**config.mk**
```make
export PLATFORM = sky130hd
export DESIGN_NAME = spi_slave_nbit
export DESIGN_NICKNAME = d
export VERILOG_FILES = /design/src/rtl/spi_slave_nbit.sv
export SDC_FILE = /design/constraint.sdc
export NUM_CORES = 1
export LEC_CHECK = 0
export CAP_MARGIN = 20
export CORE_MARGIN = 10
export CORE_UTILIZATION = 45
export DETAILED_ROUTE_END_ITERATION = 8
export GPL_TIMING_DRIVEN = 0
export HOLD_SLACK_MARGIN = 0.08
export PLACE_DENSITY = 0.73
export SLEW_MARGIN = 15
export SYNTH_ARGS = -nofsm -noshare
export SYNTH_HDL_FRONTEND = slang
export SYNTH_SLANG_ARGS = --single-unit
```
**constraint.sdc**
```tcl
create_clock -name clk -period 5.4 [get_ports clk]
set_input_delay 1.62 -clock clk [delete_from_list [all_inputs] [get_ports clk]]
set_output_delay 1.62 -clock clk [all_outputs]
set_load 0.05 [all_outputs]
```
**src/rtl/spi_slave_nbit.sv**
```systemverilog
// ---------------------------------------------------------------------------
// spi_slave_nbit
//
// SPI slave with a configurable word length. It receives MSB-first words on
// mosi and presents each completed word on data with a one-cycle valid pulse.
// Optionally it transmits MSB-first words on miso, taken from tx_data.
// All logic runs on the single system clock clk. sclk, ss and mosi are
// asynchronous and are only used after a SYNC_STAGES-deep synchroniser.
//
// Parameters
//   WIDTH       word length in bits (2..32)
//   CPOL        idle level of sclk
//   CPHA        0: sample on the leading edge, 1: sample on the trailing edge
//   SYNC_STAGES synchroniser depth on sclk/ss/mosi (2..4)
//
// Ports
//   clk       in   system clock, rising edge
//   rst       in   synchronous active-high reset
//   sclk      in   SPI clock (asynchronous)
//   ss        in   slave select, active low (asynchronous)
//   mosi      in   serial data in, MSB first
//   miso      out  serial data out, MSB first (0 while ss inactive)
//   data      out  last complete received word, held until the next one
//   valid     out  one-cycle pulse, data updated this cycle
//   sot       out  high with valid for the first word of a transfer
//   eot       out  one-cycle pulse when ss deasserts
//   frag      out  one-cycle pulse with eot if the transfer ended mid-word
//   tx_data   in   next word to transmit
//   tx_ready  out  one-cycle pulse, tx_data captured this cycle
//
// Build option
//   SPI_SLAVE_NBIT_TX_EN  define to build the transmit path. Without it miso
//                         and tx_ready are tied low and tx_data is ignored.
// ---------------------------------------------------------------------------
module spi_slave_nbit #(
  parameter int unsigned WIDTH       = 8,
  parameter int unsigned CPOL        = 0,
  parameter int unsigned CPHA        = 0,
  parameter int unsigned SYNC_STAGES = 2
) (
  input  logic             clk,
  input  logic             rst,
  input  logic             sclk,
  input  logic             ss,
  input  logic             mosi,
  output logic             miso,
  output logic [WIDTH-1:0] data,
  output logic             valid,
  output logic             sot,
  output logic             eot,
  output logic             frag,
  input  logic [WIDTH-1:0] tx_data,
  output logic             tx_ready
);

  localparam int unsigned      CNT_W       = (WIDTH > 2) ? $clog2(WIDTH) : 1;
  localparam logic [CNT_W-1:0] CNT_LAST    = CNT_W'(WIDTH - 1);
  localparam logic             SCLK_IDLE   = 1'(CPOL);
  localparam logic             SAMPLE_RISE = 1'(CPOL == CPHA);

  // Elaboration-time parameter range checks
  if (WIDTH < 2 || WIDTH > 32) begin : g_bad_width
    $error("spi_slave_nbit: WIDTH must be in 2..32");
  end
  if (SYNC_STAGES < 2 || SYNC_STAGES > 4) begin : g_bad_sync
    $error("spi_slave_nbit: SYNC_STAGES must be in 2..4");
  end

  // Synchroniser chains, index 0 is the input-side flop
  logic [SYNC_STAGES-1:0] sclk_sync_q, sclk_sync_d;
  logic [SYNC_STAGES-1:0] ss_sync_q,   ss_sync_d;
  logic [SYNC_STAGES-1:0] mosi_sync_q, mosi_sync_d;

  // One-cycle-delayed synchronised sclk/ss for edge detection
  logic sclk_prev_q, sclk_prev_d;
  logic ss_prev_q,   ss_prev_d;

  // Receive state
  logic [CNT_W-1:0] cnt_q,   cnt_d;
  logic [WIDTH-2:0] rx_q,    rx_d;
  logic [WIDTH-1:0] data_q,  data_d;
  logic             valid_q, valid_d;
  logic             sot_q,   sot_d;
  logic             eot_q,   eot_d;
  logic             frag_q,  frag_d;
  logic             first_q, first_d;

  // Synchronised copies and derived events
  logic sclk_s;
  logic ss_s;
  logic mosi_s;
  logic ss_active;
  logic sclk_rise;
  logic sclk_fall;
  logic sample_edge;
  logic ss_fall;
  logic ss_rise;

  // Working values inside the receive next-state logic
  logic [CNT_W-1:0] cnt_base;
  logic [WIDTH-2:0] rx_base;
  logic             first_base;
  logic [WIDTH-1:0] rx_next;

  assign sclk_s    = sclk_sync_q[SYNC_STAGES-1];
  assign ss_s      = ss_sync_q[SYNC_STAGES-1];
  assign mosi_s    = mosi_sync_q[SYNC_STAGES-1];
  assign ss_active = ~ss_s;

  assign sclk_rise = sclk_s & ~sclk_prev_q;
  assign sclk_fall = ~sclk_s & sclk_prev_q;
  assign ss_fall   = ss_prev_q & ~ss_s;
  assign ss_rise   = ~ss_prev_q & ss_s;

  // Gated by ss_active: a sample edge coinciding with ss deassertion is
  // dropped automatically, so eot/frag win.
  assign sample_edge = ss_active & (SAMPLE_RISE ? sclk_rise : sclk_fall);

  // Synchroniser and receive registers
  always_ff @(posedge clk) begin
    if (rst) begin
      sclk_sync_q <= {SYNC_STAGES{SCLK_IDLE}};
      ss_sync_q   <= '1;
      mosi_sync_q <= '0;
      sclk_prev_q <= SCLK_IDLE;
      ss_prev_q   <= 1'b1;
      cnt_q       <= '0;
      rx_q        <= '0;
      data_q      <= '0;
      valid_q     <= 1'b0;
      sot_q       <= 1'b0;
      eot_q       <= 1'b0;
      frag_q      <= 1'b0;
      first_q     <= 1'b1;
    end else begin
      sclk_sync_q <= sclk_sync_d;
      ss_sync_q   <= ss_sync_d;
      mosi_sync_q <= mosi_sync_d;
      sclk_prev_q <= sclk_prev_d;
      ss_prev_q   <= ss_prev_d;
      cnt_q       <= cnt_d;
      rx_q        <= rx_d;
      data_q      <= data_d;
      valid_q     <= valid_d;
      sot_q       <= sot_d;
      eot_q       <= eot_d;
      frag_q      <= frag_d;
      first_q     <= first_d;
    end
  end

  // Synchroniser shift and edge history
  always_comb begin
    sclk_sync_d = {sclk_sync_q[SYNC_STAGES-2:0], sclk};
    ss_sync_d   = {ss_sync_q[SYNC_STAGES-2:0], ss};
    mosi_sync_d = {mosi_sync_q[SYNC_STAGES-2:0], mosi};
    sclk_prev_d = sclk_s;
    ss_prev_d   = ss_s;
  end

  // Receive next-state: framing, bit counting and word completion
  always_comb begin
    cnt_d      = cnt_q;
    rx_d       = rx_q;
    data_d     = data_q;
    valid_d    = 1'b0;
    sot_d      = 1'b0;
    eot_d      = 1'b0;
    frag_d     = 1'b0;
    first_d    = first_q;
    cnt_base   = cnt_q;
    rx_base    = rx_q;
    first_base = first_q;
    rx_next    = {rx_q, mosi_s};

    if (ss_rise) begin
      // End of transfer: report it, drop any partial word
      eot_d   = 1'b1;
      frag_d  = (cnt_q != '0);
      cnt_d   = '0;
      rx_d    = '0;
      first_d = 1'b1;
    end else begin
      // Start of transfer: restart from bit 0, next word is the first one
      if (ss_fall) begin
        cnt_base   = '0;
        rx_base    = '0;
        first_base = 1'b1;
      end
      cnt_d   = cnt_base;
      rx_d    = rx_base;
      first_d = first_base;
      rx_next = {rx_base, mosi_s};

      if (sample_edge) begin
        rx_d = rx_next[WIDTH-2:0];
        if (cnt_base == CNT_LAST) begin
          cnt_d   = '0;
          data_d  = rx_next;
          valid_d = 1'b1;
          sot_d   = first_base;
          first_d = 1'b0;
        end else begin
          cnt_d = cnt_base + CNT_W'(1);
        end
      end
    end
  end

  assign data  = data_q;
  assign valid = valid_q;
  assign sot   = sot_q;
  assign eot   = eot_q;
  assign frag  = frag_q;

`ifdef SPI_SLAVE_NBIT_TX_EN
  // In CPHA=0 the first bit must be on miso before the first sclk edge, so
  // the word is loaded when ss falls; in CPHA=1 the leading edge loads it.
  localparam logic LOAD_ON_SS_FALL = 1'(CPHA == 0);

  logic             shift_edge;
  logic [WIDTH-1:0] tx_shift_q, tx_shift_d;
  logic             tx_ready_q, tx_ready_d;
  logic             miso_q,     miso_d;

  assign shift_edge = ss_active & (SAMPLE_RISE ? sclk_fall : sclk_rise);

  // Transmit registers
  always_ff @(posedge clk) begin
    if (rst) begin
      tx_shift_q <= '0;
      tx_ready_q <= 1'b0;
      miso_q     <= 1'b0;
    end else begin
      tx_shift_q <= tx_shift_d;
      tx_ready_q <= tx_ready_d;
      miso_q     <= miso_d;
    end
  end

  // Transmit next-state: load at word boundaries, otherwise shift left
  always_comb begin
    tx_shift_d = tx_shift_q;
    tx_ready_d = 1'b0;
    if (ss_fall && LOAD_ON_SS_FALL) begin
      tx_shift_d = tx_data;
      tx_ready_d = 1'b1;
    end
    if (shift_edge) begin
      if (cnt_q == '0) begin
        tx_shift_d = tx_data;
        tx_ready_d = 1'b1;
      end else begin
        tx_shift_d = {tx_shift_q[WIDTH-2:0], 1'b0};
      end
    end
    miso_d = ss_active ? tx_shift_d[WIDTH-1] : 1'b0;
  end

  assign miso     = miso_q;
  assign tx_ready = tx_ready_q;
`else
  // Receive-only build
  logic unused_tx_data;

  assign unused_tx_data = ^tx_data;
  assign miso           = 1'b0;
  assign tx_ready       = 1'b0;
`endif

endmodule

```
**Yosys cells after proc, flatten, opt, wreduce, memory -nomap -nowiden**

Index checks and enable logic that the tools add are counted.

- $add $sub $neg: 1
- $mul: 0
- Divide/modulo/power cells: 0
- Order comparisons: 0
- Equal/unequal tests: 1
- Shifts and indexed selects: 0
- Multiplexer cells: 11
- Bitwise gates (word level): 10
- Reductions and logical operators: 6

Operator list:

| operator | number |
|---|---|
| $mux W7 | 2 |
| $mux W3 | 4 |
| $not A1 Y1 | 6 |
| $mux W1 | 5 |
| $and A1 B1 Y1 | 4 |
| $reduce_or A2 Y1 | 2 |
| $reduce_or A4 Y1 | 1 |
| $add A3 B1 Y3 const B | 1 |
| $eq A3 B3 Y1 const B | 1 |
| $reduce_and A3 Y1 | 1 |
| $reduce_bool A3 Y1 | 1 |
| $reduce_or A3 Y1 | 1 |

- Flip-flop bits (word level): 31
- Bits in latches: 0
- Memory bits (writable): 0
- Bits in read-only memories: 0
- Input port bits: 13
- Output and inout bits: 14
- Logic and storage cells: 42
- Memories kept: 0

**Depth between registers and ports, before layout**

Gate-level depths: netlist of run 1.

- Depth in word-level cells: 7
- Depth in mapped cells: 10
- Gate-level depth less buffers: 7

**Worst setup path after synthesis of run 1**

Ideal clock, no wire load.

- Path type: input to register
- Start point: input port rst
- End point: register rx_q[1]
- Setup time: 124 ps
- Data arrival time: 2116 ps
- Required time: 5276 ps
- Setup slack: 3160 ps
- Cell stages on the path: 3
- Buffers on the path: 1
- Cell sequence: clkbuf_1 nand3b_1 a21oi_1

- Cells in the longest elaborated chain, start to end: 1

RTL lines:

| element | RTL line | text |
|---|---|---|
| start, declared | 42 | `input logic rst,` |
| $reduce_or A2 Y1 (no line) | n/a |  |
| end signal, assigned | 142 | `rx_q <= rx_d;` |
| end, declared | 80 | `logic [WIDTH-2:0] rx_q, rx_d;` |

Every way passes these cells.
A chain may end at the register's enable or synchronous reset.

**Worst setup path in the final report of run 1**

- Start point: register data_q[1] (netlist: data[1])
- End point: output port data[1]

RTL lines:

| element | RTL line | text |
|---|---|---|
| start, declared | 81 | `logic [WIDTH-1:0] data_q, data_d;` |
| start signal, assigned | 143 | `data_q <= data_d;` |
| end, declared | 47 | `output logic [WIDTH-1:0] data,` |

No word-level cell between the ends.

==> results of run 1 <==
## cells by family (layout without fill, tap and decap cells)
| logic type | count (synthesis) | after routing | share of synthesized area |
|---|---|---|---|
| compound gates | 21 | 21 | 0.09849 |
| flops | 31 | 31 | 0.5368 |
| simple gates | 61 | 61 | 0.2781 |
| fa+ha+maj | 2 | 2 | 0.02164 |
| xor+xnor | 1 | 1 | 0.007577 |
| buf+inv | 9 | 33 | 0.05411 |
| other cells | 1 | 2 | 0.003244 |
## Yosys cell counts
cell type   n
conb_1      1
a21oi_1    18
dfxtp_1    31
nor3_1      1
nand3_1    10
nor2b_1     6
clkbuf_1    2
a21o_1      1
ha_1        2
xnor2_1     1
nand2_1    25
and4bb_1    1
o21a_1      1
or2_2       3
nor2_1      3
and2_1      3
or3b_1      1
buf_6       2
buf_2       2
nand2b_1    4
nor3b_2     1
o31a_1      1
nand2b_2    1
buf_4       3
nand3b_1    1
nand4bb_1   1
## routing by layer
| layer | track usage | routed length [um] | up-vias |
|---|---|---|---|
| li1 | - | - | 459 |
| met1 | 0.09768 | 943 | 385 |
| met2 | 0.1454 | 938 | 19 |
| met3 | 0.05439 | 160 | 6 |
| met4 | 0.04516 | 46 | 0 |
| met5 | 0 | 0 | - |
## power groups by stage
stage	clock, mW	sequential [mW]	combinational, mW
after floorplan	0	0.238	0.0141
after global placement	0	0.238	0.0197
after detailed placement	0	0.238	0.0199
after CTS	0.193	0.233	0.0200
after global routing	0.203	0.234	0.0222
final	0.188	0.233	0.0200
## registers in the layout (all words and copies together) (netlist names)
| register | flops |
|---|---|
| cnt_q | 3 |
| data | 8 |
| eot | 1 |
| first_q | 1 |
| frag | 1 |
| mosi_sync_q | 2 |
| rx_q | 7 |
| sclk_prev_q | 1 |
| sclk_sync_q | 2 |
| sot | 1 |
| ss_prev_q | 1 |
| ss_sync_q | 2 |
| valid | 1 |
## through the flow
stage	util	setup slack [ns]	instances	power [mW]
after global routing	0.5882	2.224	181	0.4592
after floorplan	-	3.160	127	0.2526
after CTS	0.5882	2.273	181	0.4461
final	0.5882	2.290	181	0.4409
after detailed placement	0.5530	2.460	173	0.2584
after global placement	0.5530	2.475	173	0.2581
## cell type report
cell class                      count  area [sq um]
Clock inverter                      2         35.03
Clock buffer                        6         51.30
Fill cell                         211          1011
Sequential cell                    31         620.6
Buffer                              9         62.56
Tap cell                           30         37.54
Timing Repair Buffer               16         160.2
Multi-Input combinational cell     87         476.7
## worst paths after layout
kind / start / to / slack, ns / cells after the start
worst min-delay path: ss_sync_q[0] / ss_sync_q[1] / 0.41 / 1
worst min register to register: ss_sync_q[0] / ss_sync_q[1] / 0.41 / 1
worst max register to register: ss_sync_q[1] / data[7] / 3.36 / 10
worst max-delay path: data[1] / data[1] / 2.29 / 1
==> impl_metrics.tcl, run 1 <==
set metrics [dict create \
    outcome "finished clean" \
    power.density_mw_per_mm2 305.4 \
    final_common_cell "dfxtp_1" \
    cap_violations 0 \
    syn_avg_cell_area_sq_um 9.175 \
    final.min_clock_period_ns 3.110 \
    route.vias.total 869 \
    wirelength_um 2089 \
    core_area_sq_mm 0.002455 \
    switching_power_mw 0.09148 \
    dr.pass1.iters 4 \
    root_buffer "clkbuf_4" \
    ys_warn_count 0 \
    cts_hold_buf 0 \
    nets 165 \
    grt_max_degree 11 \
    grt_pass1_vias 843 \
    netlist.top_cell.by_area "dfxtp_1" \
    synth_area_leaders "dfxtp_1 (54%), nand2_1 (8.1%), a21oi_1 (7.8%), nand3_1 (4.3%), nor2b_1 (3.2%)" \
    setup_viol 0 \
    cts_buffer_depth 2 \
    max_stage_delay_ns 0.81 \
    cp-end-kind "output pin" \
    crit_chain "clkdlybuf4s50_1" \
    synthCells 126 \
    worst-setup-path-type "reg -> out" \
    grt_util_all_layers 0.09291 \
    whs_ns 0.4144 \
    htree_levels 2 \
    gp_congestion 0.7645 \
    antenna_found_initial 0 \
    relSlewSlack 0.6354 \
    path_buf_inv 1 \
    fin_crit_sh 0.5760 \
    mostFrequentLayoutCells "dfxtp_1 (31), nand2_1 (25), a21oi_1 (18)" \
    portBuffers 16 \
    tightest_slew_ns 0.5446 \
    min_path_type "reg -> reg" \
    num_rows 18 \
    dieHeight_um 70.69 \
    final-hold-violation-count 0 \
    yosysSeqAreaShare 0.5368 \
    timing.fmax_mhz 321.5 \
    clk_latency_ns 0.33 \
    drt-vias-per-instance 4.801 \
    rsz0062_at_grt "no" \
    floorplan.initialDensity 0.4709 \
    area_growth_pct 24.89 \
    ir_worst_vdd_mv 0.2062 \
    clock-sinks 31 \
    skew_ns 0.01348 \
    grt.overflow.total 0 \
    p_int_mw 0.3494 \
    postCtsSetupRepairBufs 0 \
    p_clk_frac 0.426 \
    synth_top_area_share 0.5368 \
    first_iter_violations 29 \
    tns_ns 0 \
    combinationalPowerShare 0.045 \
    place_area_sq_mm 0.001358 \
    startpoint_type "flop" \
    drive_above_1_share 0.1325 \
    drc 0 \
    ys_seq_elements 31 \
    p_seq_frac 0.529 \
    wl_per_cell_um 11.54 \
    cp.arrival_ns 1.49 \
    design_area_sq_mm 0.001444 \
    die_area_sq_mm 0.004996 \
    dp_hpwl_um 1591 \
    crit_slowest_cell "clkdlybuf4s50_1" \
    switching_share 0.2075 \
    leakage_nw 0.5159 \
    io_pins 27 \
    fp.dieW_um 70.69 \
    cp.required_ns 3.78 \
    grt_pass1_wl_um 3774 \
    synthDistinctLibCells 26 \
    antenna_cells 0 \
    synth_area_sq_mm 0.001156 \
    slew_violations 0 \
    worst_path_dominant_cell_family "buffers and inverters" \
    cts_tree "done" \
    ctsResizeCount 0 \
    drt.antenna.violating_nets 0 \
    cts_buffers 5 \
    critical_path.max_fanout 2 \
    clk_transition_reported_paths_ns 0.10 \
]
Note: power is estimated with default switching activity, not from simulation.
==> run 2, diff against run 1 <==
Settings changed: CORE_ASPECT_RATIO set to 0.5, CORE_UTILIZATION 45 to 43.
Clock period 5.4 ns to 2.8 ns, I/O delays scaled along.
==> run 2 against run 1 <==
Compared with the run above: sequential cell count is the same; combinational power is 94% higher; wire length rose by 7.3%; hold slack got worse by 0.0051 ns; via count is 2.4% higher; final cell count rose by 3.9%; first-iteration DRC count up 62%; core utilization fell by 2.1 points; design area increased by 1.6%; critical path type unchanged; critical endpoint is now data[2].
==> impl_metrics.tcl, run 2 (synthesized netlist as in run 1, its figures left out) <==
set metrics [dict create \
    outcome "finished clean" \
    final-hold-violation-count 0 \
    design_area_sq_mm 0.001466 \
    wirelength_um 2241 \
    antenna_found_initial 0 \
    cp.required_ns 1.96 \
    cts_tree "done" \
    max_stage_delay_ns 0.81 \
    final.min_clock_period_ns 2.259 \
    switching_power_mw 0.1813 \
    drt-vias-per-instance 4.734 \
    grt.overflow.total 0 \
    mostFrequentLayoutCells "dfxtp_1 (31), nand2_1 (25), a21oi_1 (18)" \
    nets 165 \
    cp-end-kind "output pin" \
    area_growth_pct 26.84 \
    root_buffer "clkbuf_8" \
    p_int_mw 0.6875 \
    antenna_cells 0 \
    fillers 232 \
    p_seq_frac 0.518 \
    total_power_mw 0.8688 \
    portBuffers 16 \
    fin_util 0.5670 \
    drt.antenna.violating_nets 0 \
    htree_levels 2 \
    skew_ns 0.003784 \
    dieHeight_um 56.67 \
    ctsResizeCount 0 \
    gp_congestion 0.7381 \
    cts_buffer_depth 2 \
    worst_path_dominant_cell_family "buffers and inverters" \
    timing.fmax_mhz 442.7 \
    relSlewSlack 0.6061 \
    wl_met1_um 1047 \
    cts_hold_buf 0 \
    dr.max_layer_used "met4" \
    p_clk_frac 0.437 \
    cts_buffers 5 \
    clk_latency_ns 0.28 \
    wl_per_cell_um 11.92 \
    grt_util_all_layers 0.09342 \
    dp_hpwl_um 1537 \
    grt_pass1_vias 807 \
    worst-setup-path-type "reg -> out" \
    tightest_slew_ns 0.5882 \
    clock-sinks 31 \
    path_buf_inv 1 \
    startpoint_type "flop" \
    combinationalPowerShare 0.045 \
    largest_reg_flops 8 \
    critical_path.max_fanout 2 \
    wl_met2_um 961 \
    tns_ns 0 \
    cap_violations 0 \
    switching_share 0.2087 \
    dr.pass1.iters 4 \
    clk_transition_reported_paths_ns 0.06 \
    ir_worst_vdd_mv 0.2910 \
    crit_slowest_cell "clkdlybuf4s50_1" \
    drc 0 \
    first_iter_violations 47 \
    dp_slack_ns 0.6107 \
    grt_pass1_wl_um 3801 \
    num_rows 13 \
    final_common_cell "dfxtp_1" \
    core_area_sq_mm 0.002586 \
    die_area_sq_mm 0.005289 \
    min_path_type "reg -> reg" \
    route.vias.total 890 \
    io_pins 27 \
    postCtsSetupRepairBufs 0 \
    grt_max_degree 11 \
    finalWorstSetupSlack_ns 0.5413 \
    rsz0062_at_grt "no" \
    slew_violations 0 \
    place_area_sq_mm 0.001366 \
    leakage_nw 0.5192 \
    fin_crit_sh 0.8067 \
    setup_viol 0 \
    route.met3.wl_um 169 \
    power.density_mw_per_mm2 592.4 \
    floorplan.initialDensity 0.4470 \
    crit_chain "clkdlybuf4s50_1" \
    cp.arrival_ns 1.42 \
    fp.dieW_um 93.33 \
    drive_above_1_share 0.1258 \
]
[run 2: changes by cell type in the layout (fill, tap and decap cells not counted)]
cell and change:
bufinv_16 -1, clkbuf_1 +1, clkbuf_4 -5, clkbuf_8 +6, clkinv_2 -1
[run 2: area by class of cell]
| type | count | area (sq um) | share of cell area |
|---|---|---|---|
| Sequential cell | 31 | 620.6 | 0.4232 |
| Timing Repair Buffer | 16 | 160.2 | 0.1092 |
| Buffer | 9 | 62.56 | 0.04266 |
| Clock buffer | 8 | 100.1 | 0.06826 |
| Multi-Input combinational cell | 87 | 476.7 | 0.3251 |
| Tap cell | 37 | 46.29 | 0.03157 |
[run 2: worst reg2reg max path, stage by stage (launching register included)]
cell and delay (ns):
dfxtp_1 0.31, buf_6 0.13, nand2b_2 0.23, buf_2 0.20
and2_1 0.18, ha_1 0.19, ha_1 0.18, nand4bb_1 0.11
buf_2 0.24, nand2_1 0.08, a21oi_1 0.12
[run 2: metrics by stage]
step / hold slack (ns) / std cells
4_1_cts: 0.4139 / 188
6_report: 0.4094 / 188
3_5_place_dp: 0.3985 / 180
5_1_grt: 0.4436 / 188
3_3_place_gp: 0.3958 / 180
2_1_floorplan: 0.3895 / 127
[run 2: power groups by stage]
stage / combinational (mW) / sequential (mW) / clock, mW
4_1_cts: 0.0391 / 0.450 / 0.393
6_report: 0.0389 / 0.450 / 0.380
5_1_grt: 0.0433 / 0.450 / 0.417
3_3_place_gp: 0.0386 / 0.460 / 0
2_1_floorplan: 0.0271 / 0.460 / 0
3_5_place_dp: 0.0390 / 0.460 / 0
[run 2: metal layers]
metal,track usage,vias to the layer above
met5,0,-
met3,0.04901,7
met1,0.1055,402
met4,0.06550,0
met2,0.1321,20
li1,-,461
[run 2: final timing paths]
| path | start | endpoint | slack, ns | cells past startpoint |
|---|---|---|---|---|
| hold reg to reg | ss_sync_q[0] | ss_sync_q[1] | 0.41 | 1 |
| setup / recovery | data[2] | data[2] | 0.54 | 1 |
| setup reg to reg | ss_sync_q[1] | data[3] | 0.75 | 10 |
| hold / removal | ss_sync_q[0] | ss_sync_q[1] | 0.41 | 1 |
==> run 3, diff against run 2 <==
Settings changed: CORE_ASPECT_RATIO 0.5 to not set, CORE_UTILIZATION 43 to 45.
Clock period 2.8 ns to 2.3 ns, I/O delays scaled along.
==> results of run 3 <==
The final DEF is identical to that of run 1. Status: finished clean.
Among the figures that moved: setup slack after placement 2.460 ns -> 0.2607 ns; setup slack after layout 2.290 ns -> 0.1197 ns; register-to-register setup slack 3.36 ns -> 0.26 ns; total power 0.4409 mW -> 1.035 mW; worst IR drop on VDD 0.2062 mV -> 0.4842 mV
